File: src/rtl/pwls_pkg.sv
// Shared definitions for the pwls output mixer: accumulator sizing, the
// offset-binary midscale value and the mixer state encoding.
package pwls_pkg;

  localparam int DEFAULT_OUT_BITS = 8;
  localparam int MIX_MIDSCALE     = 1 << (DEFAULT_OUT_BITS - 1);

  typedef enum logic {
    ACCUM  = 1'b0,
    COMMIT = 1'b1
  } mixer_state_t;

  // Wide enough that NUM_CHANNELS full-scale samples can never overflow.
  function automatic int acc_bits(input int bits, input int num_channels);
    return bits + $clog2(num_channels);
  endfunction

  function automatic int mix_midscale(input int out_bits);
    return 1 << (out_bits - 1);
  endfunction

endpackage

File: src/rtl/pwls_sigma_delta.sv
// First-order sigma-delta modulator: the carry out of an OUT_BITS error
// accumulator forms a PDM stream whose density equals din / 2^OUT_BITS.
module pwls_sigma_delta #(
  parameter int OUT_BITS = 8
) (
  input  logic                clk,
  input  logic                reset,
  input  logic [OUT_BITS-1:0] din,
  output logic                pdm_out
);

  logic [OUT_BITS-1:0] err_q, err_d;
  logic                pdm_q, pdm_d;
  logic [OUT_BITS:0]   sum;

  always_comb begin
    sum   = {1'b0, err_q} + {1'b0, din};
    err_d = sum[OUT_BITS-1:0];
    pdm_d = sum[OUT_BITS];
  end

  always_ff @(posedge clk) begin
    if (reset) begin
      err_q <= '0;
      pdm_q <= 1'b0;
    end else begin
      err_q <= err_d;
      pdm_q <= pdm_d;
    end
  end

  assign pdm_out = pdm_q;

endmodule

File: src/rtl/pwls_output_mixer.sv
// Frame mixer: sums one sample per channel, scales by 2^gain with saturation,
// latches an offset-binary mix word per frame and drives it to a PDM pin.
module pwls_output_mixer
  import pwls_pkg::*;
#(
  parameter int BITS         = 12,
  parameter int NUM_CHANNELS = 4,
  parameter int OUT_BITS     = 8
) (
  input  logic                            clk,
  input  logic                            reset,
  input  logic                            sample_valid,
  input  logic [BITS-1:0]                 sample_in,
  output logic                            sample_ready,
  input  logic [1:0]                      gain,
  output logic [$clog2(NUM_CHANNELS)-1:0] ch_index,
  output logic [OUT_BITS-1:0]             mix_out,
  output logic                            mix_valid,
  output logic                            clip,
  output logic                            pdm_out
);

  localparam int ACC_BITS = acc_bits(BITS, NUM_CHANNELS);
  localparam int IDX_BITS = $clog2(NUM_CHANNELS);
  localparam int SHIFT    = ACC_BITS - OUT_BITS;
  localparam int SC_BITS  = ACC_BITS + 3;

  localparam logic [IDX_BITS-1:0]        LAST_IDX = IDX_BITS'(NUM_CHANNELS - 1);
  localparam logic [OUT_BITS-1:0]        MIDSCALE = OUT_BITS'(mix_midscale(OUT_BITS));
  localparam logic signed [SC_BITS-1:0]  SAT_HI   = SC_BITS'((1 << (OUT_BITS - 1)) - 1);
  localparam logic signed [SC_BITS-1:0]  SAT_LO   = ~SAT_HI;

  mixer_state_t                 state_q, state_d;
  logic signed [ACC_BITS-1:0]   acc_q, acc_d;
  logic [IDX_BITS-1:0]          idx_q, idx_d;
  logic [OUT_BITS-1:0]          mix_q, mix_d;
  logic                         clip_q, clip_d;
  logic                         mvalid_q, mvalid_d;

  logic signed [ACC_BITS-1:0]   sample_ext;
  logic signed [SC_BITS-1:0]    scaled;
  logic signed [SC_BITS-1:0]    m;

  assign sample_ext = {{(ACC_BITS - BITS){sample_in[BITS-1]}}, sample_in};

  // Three guard bits keep the gain shift exact before the range check.
  always_comb begin
    scaled = {{3{acc_q[ACC_BITS-1]}}, acc_q} <<< gain;
    m      = scaled >>> SHIFT;
  end

  always_comb begin
    state_d  = state_q;
    acc_d    = acc_q;
    idx_d    = idx_q;
    mix_d    = mix_q;
    clip_d   = clip_q;
    mvalid_d = 1'b0;
    case (state_q)
      ACCUM: begin
        if (sample_valid) begin
          acc_d = acc_q + sample_ext;
          idx_d = idx_q + IDX_BITS'(1);
          if (idx_q == LAST_IDX) begin
            state_d = COMMIT;
          end
        end
      end
      COMMIT: begin
        mvalid_d = 1'b1;
        acc_d    = '0;
        state_d  = ACCUM;
        // Offset binary is the two's-complement value with its sign bit flipped.
        if (m > SAT_HI) begin
          mix_d  = '1;
          clip_d = 1'b1;
        end else if (m < SAT_LO) begin
          mix_d  = '0;
          clip_d = 1'b1;
        end else begin
          mix_d  = {~m[OUT_BITS-1], m[OUT_BITS-2:0]};
          clip_d = 1'b0;
        end
      end
      default: state_d = ACCUM;
    endcase
  end

  always_ff @(posedge clk) begin
    if (reset) begin
      state_q  <= ACCUM;
      acc_q    <= '0;
      idx_q    <= '0;
      mix_q    <= MIDSCALE;
      clip_q   <= 1'b0;
      mvalid_q <= 1'b0;
    end else begin
      state_q  <= state_d;
      acc_q    <= acc_d;
      idx_q    <= idx_d;
      mix_q    <= mix_d;
      clip_q   <= clip_d;
      mvalid_q <= mvalid_d;
    end
  end

  assign sample_ready = (state_q == ACCUM);
  assign ch_index     = idx_q;
  assign mix_out      = mix_q;
  assign clip         = clip_q;
  assign mix_valid    = mvalid_q;

  pwls_sigma_delta #(
    .OUT_BITS(OUT_BITS)
  ) u_sigma_delta (
    .clk    (clk),
    .reset  (reset),
    .din    (mix_q),
    .pdm_out(pdm_out)
  );

endmodule

File: config.mk
export PLATFORM = sky130hd
export DESIGN_NAME = pwls_output_mixer
export DESIGN_NICKNAME = d
export VERILOG_FILES = /design/src/rtl/pwls_pkg.sv /design/src/rtl/pwls_sigma_delta.sv /design/src/rtl/pwls_output_mixer.sv
export SDC_FILE = /design/constraint.sdc
export NUM_CORES = 1
export LEC_CHECK = 0
export ABC_AREA = 1
export CELL_PAD_IN_SITES_DETAIL_PLACEMENT = 2
export CELL_PAD_IN_SITES_GLOBAL_PLACEMENT = 2
export CORE_ASPECT_RATIO = 0.75
export CORE_UTILIZATION = 37
export CTS_CLUSTER_DIAMETER = 40
export DETAILED_ROUTE_END_ITERATION = 12
export DONT_BUFFER_PORTS = 1
export PLACE_DENSITY_LB_ADDON = 0.05
export SKIP_LAST_GASP = 1
export SLEW_MARGIN = 40
export SYNTH_ARGS = -nofsm -noshare
export SYNTH_HDL_FRONTEND = slang
export SYNTH_HIERARCHICAL = 1
export SYNTH_SLANG_ARGS = --single-unit
export TNS_END_PERCENT = 10
File: constraint.sdc
create_clock -name clk -period 3.65 [get_ports clk]
set_input_delay 0.5475 -clock clk [delete_from_list [all_inputs] [get_ports clk]]
set_output_delay 0.5475 -clock clk [all_outputs]
set_load 0.03 [all_outputs]
==> results.json <==
{
  "gp_congestion": 0.782,
  "crit_path_top_delay_cell": "fa_1",
  "avgRoutedWirePerCell_um": 16.9,
  "cp-start-kind": "flop",
  "synthCells": 409,
  "cp_top_family": "simple AND/OR/NAND/NOR gates",
  "critPathArrivalTime_ns": 2.16,
  "yosysTopAreaCellShare_pct": 27.9,
  "nNetsFinal": 451,
  "htree_levels": 2,
  "finalCritPeriodShare_pct": 53.0,
  "fp-row-count": 25,
  "critPathLaunch": "acc_q[0]",
  "grt_pass1_vias": 2856,
  "slew_viol_final": 0,
  "min_path_type": "input port to flop",
  "path_class": "flop to flop",
  "regToRegSetupSlack_ns": 1.72,
  "rsz0062_at_grt": "false",
  "worst_slew_pin_slew_ns": 0.637,
  "synth_seq_cells": 36,
  "drt-total-wl_um": 8330,
  "fmax_mhz": 517,
  "cts_tree": "built",
  "setup_viol": 0,
  "numClockSinks": 36,
  "hold_viol_final": 0,
  "skew_ns": 0.0145,
  "syn2layout_area_growth_pct": 6.24,
  "synth_cell_types": 32,
  "num_vias": 2597,
  "cts_resized": 0,
  "nFillCells": 836,
  "worstRegToRegCells": 10,
  "detail-route-antenna-nets": 0,
  "cts.path.max_buffers": 2,
  "gr-usage-all-layers_pct": 24.7,
  "drtPass1Iterations": 4,
  "finalWorstSetupSlack_ns": 1.72,
  "ctsHoldBuffers": 0,
  "syn_area_um2": 2590,
  "crit_fanout": 5,
  "start_util_pct": 39.6,
  "powerDensity_nw_per_um2": 378,
  "io_buffers": 0,
  "syn-num-nets": 450,
  "cp.depth": 10,
  "cts_root_buffer": "clkbuf_8",
  "grt_start_max_net_pins": 27,
  "yosysWarnings": 6,
  "path_clk_slew_ns": 0.09,
  "rr_endpoint": "acc_q[12]",
  "slowest_delay_ns": 0.40,
  "cp.required_ns": 3.88,
  "drcViolationCount": 0,
  "relSlewSlack_pct": 57.5,
  "drt_iter0_markers": 97,
  "regToRegStartpoint": "acc_q[0]",
  "final_cell_mix": "nand2_1, inv_1, a21oi_1, dfxtp_1, nor2_1",
  "mostFrequentLayoutCell": "nand2_1",
  "grt_pass1_wl_um": 14000,
  "yosys-top-cells-area": "dfxtp_1, nand2_1, ha_1",
  "die_w_um": 98.6,
  "status": "complete, no violations",
  "fin_tns_setup_ns": 0,
  "grt-ovfl-total": 0,
  "coreArea_um2": 6540,
  "final_layout_size_suffix_gt1_share_pct": 6.81,
  "postSynthAreaPerCell_um2": 6.33,
  "dp_slack_ns": 1.57,
  "vias_per_cell": 5.28,
  "design.die.area_um2": 7330,
  "crit_end": "acc_q[12]",
  "post_cts_buffers": 0,
  "ir_worst_vdd_mv": 0.185,
  "min_period_ns": 1.93,
  "diodes": 0,
  "crit_path_end_kind": "flop",
  "path_common_cell": "nand3_1",
  "die_h_um": 74.4,
  "antenna_found_initial": 0,
  "insertion_delay_ns": 0.31,
  "crit_path_cell_trace": "ha_1, inv_1, fa_1, inv_1, nand3_1, nand3_1, nand3_1, nand4_1, nand3_1, a21oi_1",
  "p_leak_uw": 0.00141,
  "seq_area_frac_synth_pct": 27.9,
  "io_pins": 31,
  "yosysTopAreaCell": "dfxtp_1",
  "max_cap_viol_count": 0,
  "timing.critical_path.buf_inv": 2,
  "numCtsBuffers": 5,
  "hpwlAfterDp_um": 6430
}
==> power breakdown <==
| group | switching (uW) | internal (uW) | leakage, uW | total [uW] |
|---|---|---|---|---|
| logic | 184 | 94.8 | 0.00107 | 279 |
| clock network | 157 | 154 | 0.0000445 | 310 |
| registers | 33.0 | 416 | 0.000294 | 449 |
| total | 374 | 665 | 0.00141 | 1040 |
==> cells by family (layout without fill, tap and decap cells) <==
logic type | count (synthesis) | in the layout | share of synthesized area [%]
DFF | 36 | 36 | 27.9
xor gates and xnor gates | 2 | 2 | 0.677
and+or+nand+nor | 201 | 201 | 32.4
muxes | 2 | 2 | 0.774
adders and majority gates | 24 | 24 | 12.2
AOI/OAI and AO/OA | 73 | 73 | 15.2
buffers and inverters | 71 | 73 | 10.9
==> worst min-delay path by stage <==
stage          startpoint                    end  depth (start not counted)
2_1_floorplan    acc_q[0]               acc_q[0]                          2
3_3_place_gp     acc_q[0]               acc_q[0]                          2
3_5_place_dp     acc_q[0]               acc_q[0]                          2
4_1_cts             reset  u_sigma_delta/pdm_out                          1
5_1_grt             reset             mix_out[5]                          1
6_report            reset  u_sigma_delta/pdm_out                          1
==> metrics by stage <==
| stage | power, uW | utilization, % | instances | cell area (um^2) | hold WS [ns] |
|---|---|---|---|---|---|
| final | 1040 | 42.0 | 492 | 2750 | 0.299 |
| after global routing | 1100 | 42.0 | 492 | 2750 | 0.300 |
| after CTS | 1050 | 42.0 | 492 | 2750 | 0.299 |
| after detailed placement | 733 | 40.6 | 484 | 2660 | 0.462 |
| after global placement | 715 | 40.6 | 484 | 2650 | 0.455 |
| after floorplan | 663 | - | 409 | 2590 | 0.447 |
==> Yosys cell counts <==
master / n
buf_4: 1
nor2_1: 35
o21ai_1: 1
a21boi_0: 1
inv_1: 58
a31oi_1: 1
a21oi_1: 41
a21o_1: 2
a21oi_4: 1
nand3_1: 26
or2_2: 2
buf_6: 1
a211o_1: 1
o21ai_2: 1
nand2_2: 7
dfxtp_1: 36
mux2i_1: 2
nand3b_1: 2
and2_4: 1
inv_4: 1
ha_1: 22
fa_1: 2
o21ai_0: 24
clkbuf_1: 2
xor2_1: 2
buf_2: 2
nand4_1: 3
inv_2: 6
nor3_1: 1
and2_1: 1
nand2_1: 122
or2_4: 1
==> layout make-up <==
class	count	area, um^2	share of cell area (%)
well taps	81	101	3.69
clock buffers	7	86.3	3.14
inverters	65	246	8.97
multi-input cells	302	1590	57.7
clock inverters	1	7.51	0.273
flip-flops and latches	36	721	26.2
==> sequential cells by signal, summed over array words and instances (netlist names) <==
| signal | cells |
|---|---|
| acc_q | 14 |
| ch_index | 2 |
| clip | 1 |
| mix_out | 8 |
| mix_valid | 1 |
| state_q | 1 |
| u_sigma_delta/err_q | 8 |
| u_sigma_delta/pdm_out | 1 |
==> layer usage <==
metal	global-route usage (%)	vias up	part of all wire (%)
met5	0	-	0
met4	5.47	0	0.92
met3	4.51	9	3.0
met2	43.7	32	46
met1	31.9	1248	50
li1	-	1308	-
(Power assumes the default switching activity.)
